$ cat src/rtl/max7219_pkg.sv
// rtl/max7219_pkg.sv - register map, word width and FSM encoding for the MAX7219 word transmitter
package max7219_pkg;

    localparam int WORD_W = 16;

    localparam logic [7:0] REG_NOOP       = 8'h00;
    localparam logic [7:0] REG_DIGIT0     = 8'h01;
    localparam logic [7:0] REG_DIGIT1     = 8'h02;
    localparam logic [7:0] REG_DIGIT2     = 8'h03;
    localparam logic [7:0] REG_DIGIT3     = 8'h04;
    localparam logic [7:0] REG_DIGIT4     = 8'h05;
    localparam logic [7:0] REG_DIGIT5     = 8'h06;
    localparam logic [7:0] REG_DIGIT6     = 8'h07;
    localparam logic [7:0] REG_DIGIT7     = 8'h08;
    localparam logic [7:0] REG_DECODE     = 8'h09;
    localparam logic [7:0] REG_INTENSITY  = 8'h0A;
    localparam logic [7:0] REG_SCAN_LIMIT = 8'h0B;
    localparam logic [7:0] REG_SHUTDOWN   = 8'h0C;
    localparam logic [7:0] REG_TEST       = 8'h0F;

    typedef enum logic [2:0] {
        ST_IDLE,
        ST_SETUP,
        ST_SHIFT_HI,
        ST_SHIFT_LO,
        ST_HOLD,
        ST_GAP
    } tx_state_e;

    function automatic logic [WORD_W-1:0] make_word(input logic [7:0] addr, input logic [7:0] data);
        return {addr, data};
    endfunction

endpackage

$ cat src/rtl/max7219_word_tx_if.sv
// rtl/max7219_word_tx_if.sv - command word valid/ready handshake between sequencer and transmitter
interface max7219_word_tx_if;
    import max7219_pkg::*;

    logic [WORD_W-1:0] word_in;
    logic              word_valid;
    logic              word_ready;

    modport master (output word_in, output word_valid, input word_ready);
    modport slave  (input word_in, input word_valid, output word_ready);

endinterface

$ cat src/rtl/max7219_word_tx_timer.sv
// rtl/max7219_word_tx_timer.sv - half_period_timer: reloadable down-counter timing one SCLK phase
module half_period_timer #(
    parameter int DIV_HALF = 25
) (
    input  logic clk,
    input  logic reset,
    input  logic load_i,
    output logic tick_o
);

    localparam int              CW       = (DIV_HALF > 1) ? $clog2(DIV_HALF) : 1;
    localparam logic [CW-1:0]   LOAD_VAL = CW'(DIV_HALF - 1);

    logic [CW-1:0] cnt_q, cnt_d;

    // Loading DIV_HALF-1 makes tick land on the last cycle of the phase, so DIV_HALF=1 ticks at once.
    always_comb begin
        cnt_d = cnt_q;
        if (load_i) begin
            cnt_d = LOAD_VAL;
        end else if (cnt_q != '0) begin
            cnt_d = cnt_q - CW'(1);
        end
    end

    always_ff @(posedge clk) begin
        if (reset) begin
            cnt_q <= '0;
        end else begin
            cnt_q <= cnt_d;
        end
    end

    assign tick_o = (cnt_q == '0);

endmodule

$ cat src/rtl/max7219_word_tx.sv
// rtl/max7219_word_tx.sv - serializes one 16-bit MAX7219 command word per cs_n frame, MSB first
module max7219_word_tx
    import max7219_pkg::*;
#(
    parameter int DIV_HALF = 25,
    parameter int CS_GAP   = 2
) (
    input  logic                     clk,
    input  logic                     reset,
    max7219_word_tx_if.slave         word_if,
    output logic                     mosi,
    output logic                     sclk,
    output logic                     cs_n,
    output logic                     busy,
    output logic                     done
);

    localparam int            BW       = $clog2(WORD_W);
    localparam int            GW       = (CS_GAP > 1) ? $clog2(CS_GAP) : 1;
    localparam logic [GW-1:0] GAP_LOAD = GW'(CS_GAP - 1);

    tx_state_e         state_q, state_d;
    logic [WORD_W-1:0] shift_q, shift_d;
    logic [BW-1:0]     bit_cnt_q, bit_cnt_d;
    logic [GW-1:0]     gap_q, gap_d;
    logic              cs_n_q, cs_n_d;
    logic              sclk_q, sclk_d;
    logic              mosi_q, mosi_d;
    logic              ready_q, ready_d;
    logic              busy_q, busy_d;
    logic              done_q, done_d;
    logic              tmr_load, tmr_tick;
    logic              accept;

    assign accept = word_if.word_valid && ready_q;

    half_period_timer #(.DIV_HALF(DIV_HALF)) u_timer (
        .clk    (clk),
        .reset  (reset),
        .load_i (tmr_load),
        .tick_o (tmr_tick)
    );

    always_comb begin
        state_d   = state_q;
        shift_d   = shift_q;
        bit_cnt_d = bit_cnt_q;
        gap_d     = gap_q;
        cs_n_d    = cs_n_q;
        sclk_d    = sclk_q;
        mosi_d    = mosi_q;
        ready_d   = ready_q;
        busy_d    = busy_q;
        done_d    = 1'b0;
        tmr_load  = 1'b0;

        case (state_q)
            ST_IDLE: begin
                ready_d = 1'b1;
                if (accept) begin
                    shift_d   = word_if.word_in;
                    bit_cnt_d = BW'(WORD_W - 1);
                    cs_n_d    = 1'b0;
                    mosi_d    = word_if.word_in[WORD_W-1];
                    ready_d   = 1'b0;
                    busy_d    = 1'b1;
                    tmr_load  = 1'b1;
                    state_d   = ST_SETUP;
                end
            end
            ST_SETUP, ST_SHIFT_LO: begin
                if (tmr_tick) begin
                    sclk_d   = 1'b1;
                    tmr_load = 1'b1;
                    state_d  = ST_SHIFT_HI;
                end
            end
            ST_SHIFT_HI: begin
                // Next bit is driven together with the falling edge, keeping mosi stable at each rise.
                if (tmr_tick) begin
                    sclk_d   = 1'b0;
                    tmr_load = 1'b1;
                    if (bit_cnt_q == '0) begin
                        state_d = ST_HOLD;
                    end else begin
                        bit_cnt_d = bit_cnt_q - BW'(1);
                        shift_d   = shift_q << 1;
                        mosi_d    = shift_q[WORD_W-2];
                        state_d   = ST_SHIFT_LO;
                    end
                end
            end
            ST_HOLD: begin
                if (tmr_tick) begin
                    cs_n_d  = 1'b1;
                    done_d  = 1'b1;
                    mosi_d  = 1'b0;
                    gap_d   = GAP_LOAD;
                    state_d = ST_GAP;
                end
            end
            ST_GAP: begin
                if (gap_q == '0) begin
                    ready_d = 1'b1;
                    busy_d  = 1'b0;
                    state_d = ST_IDLE;
                end else begin
                    gap_d = gap_q - GW'(1);
                end
            end
            default: begin
                state_d = ST_IDLE;
            end
        endcase
    end

    always_ff @(posedge clk) begin
        if (reset) begin
            state_q   <= ST_IDLE;
            shift_q   <= '0;
            bit_cnt_q <= '0;
            gap_q     <= '0;
            cs_n_q    <= 1'b1;
            sclk_q    <= 1'b0;
            mosi_q    <= 1'b0;
            ready_q   <= 1'b1;
            busy_q    <= 1'b0;
            done_q    <= 1'b0;
        end else begin
            state_q   <= state_d;
            shift_q   <= shift_d;
            bit_cnt_q <= bit_cnt_d;
            gap_q     <= gap_d;
            cs_n_q    <= cs_n_d;
            sclk_q    <= sclk_d;
            mosi_q    <= mosi_d;
            ready_q   <= ready_d;
            busy_q    <= busy_d;
            done_q    <= done_d;
        end
    end

    assign word_if.word_ready = ready_q;
    assign mosi               = mosi_q;
    assign sclk               = sclk_q;
    assign cs_n               = cs_n_q;
    assign busy               = busy_q;
    assign done               = done_q;

endmodule
$ cat src/flat_wrapper.sv
// flat-port wrapper written by rule: the top's interface ports become plain ports
module max7219_word_tx_flat import max7219_pkg::*;
#(
    parameter int DIV_HALF = 25,
    parameter int CS_GAP   = 2
)
  (clk, reset, mosi, sclk, cs_n, busy, done, word_if_word_in, word_if_word_valid, word_if_word_ready);
  max7219_word_tx_if word_if_i ();
  input  logic clk;
  input  logic reset;
  output logic mosi;
  output logic sclk;
  output logic cs_n;
  output logic busy;
  output logic done;
  input wire logic [$bits(word_if_i.word_in)-1:0] word_if_word_in;
  input wire logic [$bits(word_if_i.word_valid)-1:0] word_if_word_valid;
  output wire logic [$bits(word_if_i.word_ready)-1:0] word_if_word_ready;
  assign word_if_i.word_in = word_if_word_in;
  assign word_if_i.word_valid = word_if_word_valid;
  assign word_if_word_ready = word_if_i.word_ready;
  max7219_word_tx #(.DIV_HALF(DIV_HALF), .CS_GAP(CS_GAP)) u_core (.clk(clk), .reset(reset), .word_if(word_if_i), .mosi(mosi), .sclk(sclk), .cs_n(cs_n), .busy(busy), .done(done));
endmodule
$ cat config.mk
export PLATFORM = sky130hd
export DESIGN_NAME = max7219_word_tx_flat
export DESIGN_NICKNAME = d
export VERILOG_FILES = /design/src/rtl/max7219_pkg.sv /design/src/rtl/max7219_word_tx_if.sv /design/src/rtl/max7219_word_tx_timer.sv /design/src/rtl/max7219_word_tx.sv /design/src/flat_wrapper.sv
export SDC_FILE = /design/constraint.sdc
export NUM_CORES = 1
export LEC_CHECK = 0
export ABC_CLOCK_PERIOD_IN_PS = 2750
export BUFFER_PORTS_ARGS = -buffer_cell sky130_fd_sc_hd__buf_2
export CORE_AREA = 2 2 65 67
export DETAILED_ROUTE_END_ITERATION = 16
export DIE_AREA = 0 0 67 69
export PLACE_DENSITY = 0.64
export SLEW_MARGIN = 10
export SYNTH_ARGS = -nofsm -noshare
export SYNTH_HDL_FRONTEND = slang
export SYNTH_SLANG_ARGS = --single-unit
export TNS_END_PERCENT = 100
$ cat constraint.sdc
create_clock -name clk -period 2.75 [get_ports clk]
set_input_delay 0.55 -clock clk [delete_from_list [all_inputs] [get_ports clk]]
set_output_delay 0.55 -clock clk [all_outputs]
set_load 0.005 [all_outputs]
Yosys cells after proc, flatten, opt, wreduce, memory -nomap -nowiden --
Index checks and enable logic that the tools add are counted.
Cells by class: shifts and indexed selects 0, multiply operators 0, multiplexer cells 37, div/mod/pow operators 0, magnitude comparators 0, bitwise operators 1, $add $sub $neg 3, reductions and logical operators 24, eq/ne operators 11
Operator list (count):
- $mux 15 | 3
- $pmux 15 s2 | 1
- $mux 3 | 6
- $pmux 3 s5 | 1
- $mux 1 | 13
- $mux 4 | 3
- $pmux 1 s2 | 6
- $reduce_bool 2->1 | 6
- $mux 5 | 2
- $reduce_and 5->1 | 2
- $reduce_and 3->1 | 3
- $ne 2x1->1 const B | 4
- $pmux 4 s2 | 1
- $eq 3x2->1 const B | 2
- $eq 3x3->1 const B | 2
- $reduce_or 2->1 | 3
- $logic_not 5->1 | 1
- $reduce_bool 5->1 | 1
- $sub 5x1->5 const B | 1
- $logic_not 4->1 | 1
- $ne 2x2->1 const B | 2
- $reduce_and 2->1 | 2
- $reduce_and 4->1 | 1
- $sub 4x1->4 const B | 1
- 8 further kinds | 8
Word-level totals: bits in registers 34, memories 0, bits in latches 0, ROM bits 0, output and inout bits 6, bits in writable memories 0, logic and storage cells 88

Depth between registers and ports, before layout --
Gate-level depths: netlist of run 1.
word-level depth 4, mapped depth 9, depth with buffers taken out 6

Hierarchy --
Synthesis of run 1 repeated with hierarchy kept, for this count alone.
Unflattened totals: cell total of the unflattened synthesis 178, area, all modules 1702.9 µm²
By module, submodules not included:
- max7219_word_tx | area each 1458.9 µm², instances 1, cells an instance 154, seq. area each 580.6 µm²
- half_period_timer | area each 244.0 µm², instances 1, cells an instance 24, seq. area each 100.1 µm²

Worst setup path after synthesis of run 1 --
No wires, ideal clock.
path kind reg-to-reg, from register u_core.u_timer.cnt_q[0], to register u_core.shift_q[14], setup time 135 ps, slack 842 ps, arrival time 1772 ps, path buffers 3, cell stages (with the launch flop) 10, period minus slack after synthesis 1908 ps, path through dfxtp_1 > inv_1 > ha_1 > or4b_1 > buf_6 > o21ai_4 > and2_1 > buf_2 > buf_6 > a211oi_1
Between the ends: cells in the longest elaborated chain, start to end 3
Ends and longest elaborated chain:
- start, declared | RTL line max7219_word_tx_timer.sv:14 | logic [CW-1:0] cnt_q, cnt_d;
- start signal, assigned | RTL line max7219_word_tx_timer.sv:30 | cnt_q <= cnt_d;
- $logic_not 5->1 | RTL line max7219_word_tx_timer.sv:34 | assign tick_o = (cnt_q == '0);
- $ne 2x1->1 (no line)
- $reduce_and 4->1 (no line)
- end signal, assigned | RTL line max7219_word_tx.sv:131 | shift_q <= shift_d;
- end, declared | RTL line max7219_word_tx.sv:23 | logic [WORD_W-1:0] shift_q, shift_d;
Every way passes these cells. A chain may end at the register's enable or synchronous reset.

Worst setup path after layout of run 1 --
from register u_core.u_timer.cnt_q[0], to register u_core.shift_q[4]
Same word-level chain as after synthesis.

==> results of run 1 <==
-- layout make-up --
class,instances,area share (%)
multi-input cells,133,47.4
clock inverters,1,0.252
well taps,50,3.15
flip-flops and latches,34,34.3
clock buffers,7,4.35
inverters,6,1.13
repair buffers,33,9.45
-- per-layer routing --
metal / GRT usage [%] / routed length [um] / vias up
met5: 0 / 0 / -
met4: 3.40 / 25 / 0
met1: 24.2 / 1730 / 710
met3: 5.38 / 179 / 5
met2: 27.8 / 1790 / 35
li1: - / - / 751
-- stage by stage --
stage,std cells,power (mW)
after global placement,256,2.01
after detailed placement,256,2.07
after CTS,264,2.45
after floorplan,190,1.81
after global routing,264,2.64
final,264,2.45
-- critical path, delay by kind of cell (launching register included) --
kind,cells,cell delay (ns)
buf+inv,1,0.08
flops,1,0.31
compound gates,2,0.38
fa+ha+maj,1,0.21
simple gates,2,1.14
-- flip-flops by register name (all words and copies together), names as in the netlist --
signal,count
u_core.word_if.word_ready,1
u_core.gap_q,1
u_core.sclk,1
u_core.u_timer.cnt_q,5
u_core.shift_q,15
u_core.busy,1
u_core.bit_cnt_q,4
u_core.done,1
u_core.mosi,1
u_core.state_q,3
u_core.cs_n,1
-- layout by cell type (no fill, tap or decap), types with 2 or more instances in the layout --
cell type / synthesis / final
dfxtp_1: 34 / 34
a21oi_1: 30 / 30
buf_2: 3 / 24
a211oi_1: 19 / 19
mux2i_1: 14 / 14
nor2_1: 10 / 10
buf_4: 2 / 9
inv_1: 6 / 6
nand2_1: 6 / 6
clkbuf_8: 0 / 6
nor3_1: 6 / 5
nor4_1: 3 / 3
nand2b_1: 3 / 3
ha_1: 3 / 3
xnor2_1: 2 / 2
nor2b_1: 2 / 2
nor3b_1: 2 / 2
and2_1: 2 / 2
a311oi_1: 2 / 2
o21ai_0: 2 / 2
o31ai_1: 2 / 2
a31oi_1: 2 / 2
o21bai_1: 2 / 2
-- path summary, 6_finish.rpt --
| path | to | cells past startpoint |
|---|---|---|
| min reg2reg | u_core.busy | 2 |
| max | u_core.shift_q[4] | 6 |
| min | u_core.busy | 2 |
| max reg2reg | u_core.shift_q[4] | 6 |
-- power breakdown --
group	internal (mW)	switching (mW)
sequential	0.700	0.177
clock	0.202	0.176
combinational	0.533	0.659
total	1.43	1.01
-- cell families after synthesis --
group / Yosys count / share of synthesized area [%]
adders and majority gates: 3 / 2.16
muxes: 14 / 8.07
and+or+nand+nor: 45 / 15.4
buffers and inverters: 23 / 6.92
DFF: 34 / 39.2
xor gates and xnor gates: 3 / 1.51
AOI/OAI and AO/OA: 68 / 26.7
==> results.sh, run 1 <==
export IMPL_drv_cap=0
export IMPL_min_from="u_core.busy"
export IMPL_power_density_nw_per_um2=1230
export IMPL_critPathMaxFanout=15
export IMPL_ir_drop_mv=0.512
export IMPL_grt_pass1_vias=1400
export IMPL_hp_class="reg -> reg"
export IMPL_max_freq_mhz=437
export IMPL_hpwl_mm=2.63
export IMPL_yosys_area_top_type="dfxtp_1"
export IMPL_synthFlopType="dfxtp_1"
export IMPL_synth_common_cells="34 x dfxtp_1, 30 x a21oi_1, 19 x a211oi_1, 14 x mux2i_1, 10 x nor2_1"
export IMPL_synth_edf_count=0
export IMPL_antenna_found_initial=0
export IMPL_clockBufferDepth=2
export IMPL_drtIter0Drc=123
export IMPL_grt_first_pass_wirelength_mm=6.51
export IMPL_cts_tree="built"
export IMPL_ant_nets=0
export IMPL_ioPinCount=25
export IMPL_synthToLayoutAreaGrowth_pct=14.3
export IMPL_synth_area_top_cells="dfxtp_1 39%, a21oi_1 8.6%, a211oi_1 8.2%"
export IMPL_cts_resized=0
export IMPL_fin_nets=235
export IMPL_crit_arrival_ns=2.42
export IMPL_rows=23
export IMPL_start_util_pct=44.4
export IMPL_worst_setup_path_start_kind="flop"
export IMPL_final_setup_worst_slack_ns=0.463
export IMPL_cts_setup_buffers=0
export IMPL_p_leak_nw=0.759
export IMPL_async_flop_share_pct=0
export IMPL_drive_gt1_share_pct=23.4
export IMPL_setup_tns_ns=0
export IMPL_ys_seq_area_share_pct=39.2
export IMPL_antenna_cells=0
export IMPL_dp_slack_ns=0.472
export IMPL_core_um2=3910
export IMPL_drc=0
export IMPL_fin_crit_sh_pct=83.2
export IMPL_holdWs_ns=0.471
export IMPL_die_h_um=69
export IMPL_slew_viol_final=0
export IMPL_port_buffers=24
export IMPL_synthesis_area_um2=1740
export IMPL_clk_latency_ns=0.28
export IMPL_utilization_pct=50.7
export IMPL_netlist_area_leader_share_pct=39.2
export IMPL_clk_pin_slew_worst_paths_ns=0.07
export IMPL_stdcell_area_um2=1990
export IMPL_grt_max_degree=35
export IMPL_synth_cell_types=46
export IMPL_drt_first_pass_iters=4
export IMPL_h_tree_depth=2
export IMPL_crit_chain="inv_1, ha_1, or4b_1, o21ai_4, and2_1, a211oi_1"
export IMPL_status="complete, no violations"
export IMPL_yosys_warnings=0
export IMPL_synthCells=190
export IMPL_rsz0062_at_grt="false"
export IMPL_viasPerCell=5.69
export IMPL_ys_ff_latch=34
export IMPL_place_gp_congestion=0.804
export IMPL_grt_usage_pct=17.8
export IMPL_reg2reg_from="u_core.u_timer.cnt_q[0]"
export IMPL_gr_total_overflow=0
export IMPL_routed_wl_mm=3.72
export IMPL_cpMaxStageDelayCell="or4b_1"
export IMPL_end_kind="flop"
export IMPL_synth_nets=212
export IMPL_critical_path_class="reg -> reg"
export IMPL_r2r_slack_ns=0.46
export IMPL_worst_slew_pin_slew_ns=0.652
export IMPL_required_ns=2.88
export IMPL_cts_hold_buffers=0
export IMPL_yosysMostFrequentCell="dfxtp_1"
export IMPL_wl_per_cell_um=14.1
export IMPL_dieArea_um2=4620
export IMPL_vias=1501
export IMPL_place_area_um2=1890
export IMPL_layout_min_cycle_time_ns=2.29
export IMPL_multi_input_area_um2=941
export IMPL_cts_root_buf="clkbuf_8"
export IMPL_finalHoldViolations=0
export IMPL_setup_viol=0
export IMPL_clock_sinks=34
export IMPL_dieWidth_um=67
export IMPL_syn_avg_cell_area_um2=9.14
export IMPL_cts_inserted_buffers=5
export IMPL_fin_skew_ns=0.00358
export IMPL_seq_area_um2=681
export IMPL_cp_startpoint="u_core.u_timer.cnt_q[0]"
export IMPL_max_slew_margin_pct=56.5
export IMPL_fillers=408
export IMPL_slowest_delay_ns=0.65
No activity file was read; power rests on OpenSTA's default activity.
==> inputs of run 2 (changes only) <==
--- a/config.mk
+++ b/config.mk
@@ -5,12 +5,12 @@
 export SDC_FILE = /design/constraint.sdc
 export NUM_CORES = 1
 export LEC_CHECK = 0
-export ABC_CLOCK_PERIOD_IN_PS = 2750
+export ABC_CLOCK_PERIOD_IN_PS = 2100
 export BUFFER_PORTS_ARGS = -buffer_cell sky130_fd_sc_hd__buf_2
 export CORE_AREA = 2 2 65 67
 export DETAILED_ROUTE_END_ITERATION = 16
 export DIE_AREA = 0 0 67 69
-export PLACE_DENSITY = 0.64
+export PLACE_DENSITY = 0.66
 export SLEW_MARGIN = 10
 export SYNTH_ARGS = -nofsm -noshare
 export SYNTH_HDL_FRONTEND = slang
==> constraint.sdc (replaced) <==
create_clock -name clk -period 2.1 [get_ports clk]
set_input_delay 0.42 -clock clk [delete_from_list [all_inputs] [get_ports clk]]
set_output_delay 0.42 -clock clk [all_outputs]
set_load 0.005 [all_outputs]
==> results.sh, run 2 (same netlist as run 1, synthesis figures left out) <==
export IMPL_status="complete, no violations"
export IMPL_dieWidth_um=67
export IMPL_drt_first_pass_iters=4
export IMPL_dp_slack_ns=0.0771
export IMPL_drtIter0Drc=96
export IMPL_grt_pass1_vias=1350
export IMPL_end_kind="flop"
export IMPL_fin_nets=239
export IMPL_grt_usage_pct=17.0
export IMPL_pwr_share_seq_pct=34.6
export IMPL_vias=1502
export IMPL_drive_gt1_share_pct=26.1
export IMPL_worst_setup_path_start_kind="flop"
export IMPL_seq_area_um2=681
export IMPL_hp_class="in -> reg"
export IMPL_slew_viol_final=0
export IMPL_wl_per_cell_um=13.6
export IMPL_layout_min_cycle_time_ns=1.93
export IMPL_grt_max_degree=35
export IMPL_final_setup_worst_slack_ns=0.174
export IMPL_max_slew_margin_pct=58.8
export IMPL_max_freq_mhz=519
export IMPL_start_util_pct=44.4
export IMPL_drv_cap=0
export IMPL_fin_crit_sh_pct=91.7
export IMPL_finalHoldViolations=0
export IMPL_cts_setup_buffers=0
export IMPL_power_net_switching_mw=1.35
export IMPL_place_gp_congestion=0.787
export IMPL_min_from="word_if_word_in[0]"
export IMPL_worst_slew_pin_slew_ns=0.618
export IMPL_required_ns=2.31
export IMPL_critPathMaxFanout=20
export IMPL_routed_wl_mm=3.64
export IMPL_cts_tree="built"
export IMPL_clk_pin_slew_worst_paths_ns=0.07
export IMPL_intPower_mw=1.93
export IMPL_cts_hold_buffers=0
export IMPL_reg_largest_list="u_core.shift_q x15, u_core.u_timer.cnt_q x5, u_core.bit_cnt_q x4"
export IMPL_cts_resized=0
export IMPL_setup_tns_ns=0
export IMPL_rsz0062_at_grt="false"
export IMPL_layout_common_cells="34 x dfxtp_1, 30 x a21oi_1, 24 x buf_2"
export IMPL_layout_commonest_cell="dfxtp_1"
export IMPL_viasPerCell=5.60
export IMPL_drc=0
export IMPL_ioPinCount=25
export IMPL_core_um2=3910
export IMPL_clk_latency_ns=0.29
export IMPL_rows=23
export IMPL_antenna_found_initial=0
export IMPL_h_tree_depth=2
export IMPL_dieArea_um2=4620
export IMPL_combPwrFrac_pct=49.6
export IMPL_ir_drop_mv=0.737
export IMPL_clockBufferDepth=2
export IMPL_swShare_pct=41.1
export IMPL_power_density_nw_per_um2=1620
export IMPL_reg2reg_from="u_core.u_timer.cnt_q[0]"
export IMPL_regMostFlops="u_core.shift_q"
export IMPL_crit_arrival_ns=2.14
export IMPL_cts_inserted_buffers=5
export IMPL_multi_input_area_um2=947
export IMPL_cts_root_buf="clkbuf_8"
export IMPL_critical_path_class="reg -> reg"
export IMPL_clock_power_share_pct=15.8
export IMPL_ant_nets=0
export IMPL_fillers=403
export IMPL_antenna_cells=0
export IMPL_cp_startpoint="u_core.u_timer.cnt_q[0]"
export IMPL_hpwl_mm=2.50
export IMPL_clock_sinks=34
export IMPL_p_leak_nw=0.781
export IMPL_largest_register_ff_count=15
export IMPL_fin_skew_ns=0.00623
export IMPL_port_buffers=24
export IMPL_setup_viol=0
export IMPL_die_h_um=69
export IMPL_gr_total_overflow=0
export IMPL_synthToLayoutAreaGrowth_pct=16.6
export IMPL_grt_first_pass_wirelength_mm=6.06
[run 2: cell count changes in the layout (fill, tap and decap cells not counted)]
cell / previous run / this run
clkbuf_1: 1 / 0
and2_1: 2 / 1
clkinvlp_4: 0 / 1
and2_2: 0 / 1
nor3b_2: 0 / 1
nor3b_1: 2 / 1
buf_4: 9 / 13
[run 2: final timing paths]
check                                      endpoint  slack (ns)  cells past startpoint
worst max register to register  u_core.bit_cnt_q[2]        0.17                      7
worst min-delay path              u_core.shift_q[0]        0.38                      3
worst max-delay path            u_core.bit_cnt_q[2]        0.17                      7
worst min register to register          u_core.sclk        0.47                      2
[run 2: stage by stage]
stage	std cells	total power, mW	utilization, %	area, um^2	hold slack (ns)
3_5_place_dp	260	2.75	49.2	1920	0.471
6_report	268	3.28	51.8	2030	0.376
3_3_place_gp	260	2.74	49.2	1920	0.455
4_1_cts	268	3.28	51.6	2020	0.364
5_1_grt	268	3.55	51.8	2030	0.381
2_1_floorplan	190	2.37	-	1740	0.458
[run 2: metal layers]
metal	up-vias	part of all wire, %	GRT usage [%]
met5	-	0	0
met4	0	1.3	5.44
met3	6	5.0	6.36
met2	37	46	25.6
met1	694	48	22.1
li1	765	-	-
[run 2: power by group through the flow]
stage / registers, mW / logic [mW] / clock network, mW
floorplan: 1.07 / 1.30 / 0
global placement: 1.14 / 1.60 / 0
detailed placement: 1.14 / 1.61 / 0
CTS: 1.13 / 1.62 / 0.530
global route: 1.17 / 1.82 / 0.555
finish: 1.14 / 1.63 / 0.518
[run 2: worst max-delay path, stage by stage (launching register included)]
cell	delay (ns)
dfxtp_1	0.31
inv_1	0.08
ha_1	0.16
or4b_1	0.51
o21ai_4	0.17
buf_4	0.24
a311oi_1	0.13
a311oi_2	0.24
[run 2: cell type report]
| class | count | area share [%] |
|---|---|---|
| Multi-Input combinational cell | 133 | 46.8 |
| Sequential cell | 34 | 33.6 |
| Timing Repair Buffer | 37 | 10.7 |
| Clock buffer | 6 | 4.08 |
| Tap cell | 50 | 3.09 |
| Inverter | 6 | 1.11 |
| Clock inverter | 2 | 0.618 |
==> inputs of run 3 (changes only) <==
--- a/config.mk
+++ b/config.mk
@@ -10,7 +10,7 @@
 export CORE_AREA = 2 2 65 67
 export DETAILED_ROUTE_END_ITERATION = 16
 export DIE_AREA = 0 0 67 69
-export PLACE_DENSITY = 0.66
+export PLACE_DENSITY_LB_ADDON = 0.15
 export SLEW_MARGIN = 10
 export SYNTH_ARGS = -nofsm -noshare
 export SYNTH_HDL_FRONTEND = slang
==> results.sh, run 3 (same netlist as run 1, synthesis figures left out) <==
export IMPL_status="complete, no violations"
export IMPL_ant_nets=0
export IMPL_end_kind="flop"
export IMPL_fin_skew_ns=0.00519
export IMPL_drtIter0Drc=78
export IMPL_die_h_um=69
export IMPL_viasPerCell=5.63
export IMPL_place_area_um2=1940
export IMPL_drive_gt1_share_pct=26.1
export IMPL_clk_pin_slew_worst_paths_ns=0.07
export IMPL_drv_cap=0
export IMPL_grt_first_pass_wirelength_mm=6.56
export IMPL_rr_endpoint="u_core.u_timer.cnt_q[1]"
export IMPL_grt_pass1_vias=1422
export IMPL_cp_startpoint="u_core.u_timer.cnt_q[0]"
export IMPL_hpwl_mm=2.77
export IMPL_port_buffers=24
export IMPL_cts_hold_buffers=0
export IMPL_stdcell_area_um2=2080
export IMPL_rows=23
export IMPL_fillers=384
export IMPL_cts_tree="built"
export IMPL_ioPinCount=25
export IMPL_reg_largest_list="u_core.shift_q x15, u_core.u_timer.cnt_q x5, u_core.bit_cnt_q x4"
export IMPL_regMostFlops="u_core.shift_q"
export IMPL_p_leak_nw=0.806
export IMPL_crit_path_end="u_core.u_timer.cnt_q[1]"
export IMPL_hp_class="in -> reg"
export IMPL_slowest_delay_ns=0.51
export IMPL_critPathMaxFanout=9
export IMPL_utilization_pct=53.3
export IMPL_core_um2=3910
export IMPL_ir_drop_mv=0.656
export IMPL_synthToLayoutAreaGrowth_pct=20.0
export IMPL_holdWs_ns=0.364
export IMPL_place_gp_congestion=0.844
export IMPL_max_freq_mhz=511
export IMPL_slew_viol_final=0
export IMPL_antenna_found_initial=0
export IMPL_setup_tns_ns=0
export IMPL_largest_register_ff_count=15
export IMPL_power_density_nw_per_um2=1700
export IMPL_drc=0
export IMPL_clockBufferDepth=2
export IMPL_clock_sinks=34
export IMPL_dieWidth_um=67
export IMPL_reg2reg_from="u_core.u_timer.cnt_q[0]"
export IMPL_wl_per_cell_um=14.4
export IMPL_ff2ff_path_depth=7
export IMPL_gr_total_overflow=0
export IMPL_max_slew_margin_pct=57.7
export IMPL_critical_path_class="reg -> reg"
export IMPL_worst_path_stages=7
export IMPL_setup_viol=0
export IMPL_drt_first_pass_iters=4
export IMPL_cpMaxStageDelayCell="or4b_4"
export IMPL_worst_slew_pin_slew_ns=0.634
export IMPL_finalHoldViolations=0
export IMPL_rsz0062_at_grt="false"
export IMPL_layout_commonest_cell="dfxtp_1"
export IMPL_r2r_slack_ns=0.14
export IMPL_grt_max_degree=35
export IMPL_critPathBufInv=2
export IMPL_cts_root_buf="clkbuf_8"
export IMPL_start_util_pct=44.4
export IMPL_routed_wl_mm=3.87
export IMPL_dieArea_um2=4620
export IMPL_vias=1510
export IMPL_antenna_cells=0
export IMPL_h_tree_depth=2
export IMPL_crit_chain="inv_1, ha_1, or4b_4, buf_4, nor3_1, or2_2, a2111oi_0"
export IMPL_fin_nets=239
export IMPL_grt_usage_pct=18.2
export IMPL_crit_arrival_ns=2.10
export IMPL_clk_latency_ns=0.29
export IMPL_worst_setup_path_start_kind="flop"
export IMPL_cts_inserted_buffers=5
export IMPL_fin_crit_sh_pct=93.2
export IMPL_layout_common_cells="33 x dfxtp_1, 30 x a21oi_1, 24 x buf_2"
export IMPL_path_delay_family="simple AND/OR/NAND/NOR gates"
export IMPL_power_total_mw=3.55
export IMPL_required_ns=2.24
export IMPL_layout_min_cycle_time_ns=1.96
[run 3: through the flow]
step | worst slack [ns] | cells
2_1_floorplan | 0.192 | 190
3_3_place_gp | 0.182 | 260
3_5_place_dp | 0.121 | 260
4_1_cts | 0.0884 | 268
5_1_grt | 0.0102 | 268
6_report | 0.142 | 268
[run 3: what timing repair did]
item / 4_1_cts / 5_1_grt
gates resized for setup: 0 / 2
buffers inserted: 0 / 0
endpoints found under the setup margin: 0 / 11
[run 3: worst reg2reg max path, delay by kind of cell (launching register included)]
family                     cells  cell delay, ns
and+or+nand+nor                3            0.93
DFF                            1            0.31
buffers and inverters          2            0.27
adders and majority gates      1            0.23
AOI/OAI and AO/OA              1            0.06
[run 3: per-layer routing]
layer,global-route usage [%],vias up,share of wire [%]
li1,-,761,-
met1,22.4,714,46
met2,28.9,27,48
met3,5.55,8,3.6
met4,7.26,0,1.7
met5,0,-,0
[run 3: final cells by class]
class,instances,area [um^2],share of cell area (%)
clock inverters,2,60.1,2.88
multi-input cells,133,945,45.3
repair buffers,37,230,11.0
well taps,50,62.6,3.00
clock buffers,6,82.6,3.96
flip-flops and latches,34,682,32.7
inverters,6,22.5,1.08
[run 3: worst min path at each step]
stage	cells after the start	startpoint	slack (ns)	to
after floorplan	2	u_core.u_timer.cnt_q[4]	0.46	u_core.u_timer.cnt_q[4]
after detailed placement	1	u_core.bit_cnt_q[0]	0.48	u_core.bit_cnt_q[0]
after CTS	3	word_if_word_in[0]	0.35	u_core.shift_q[0]
after global placement	2	u_core.sclk	0.45	u_core.sclk
final	3	word_if_word_in[0]	0.36	u_core.shift_q[0]
after global routing	3	word_if_word_in[0]	0.37	u_core.shift_q[0]
[run 3: power breakdown]
group | internal [mW] | leakage (nW) | switching, mW
Clock | 0.506 | 0.0714 | 0.238
Sequential | 0.918 | 0.282 | 0.235
Combinational | 0.771 | 0.452 | 0.880
Total | 2.20 | 0.806 | 1.35
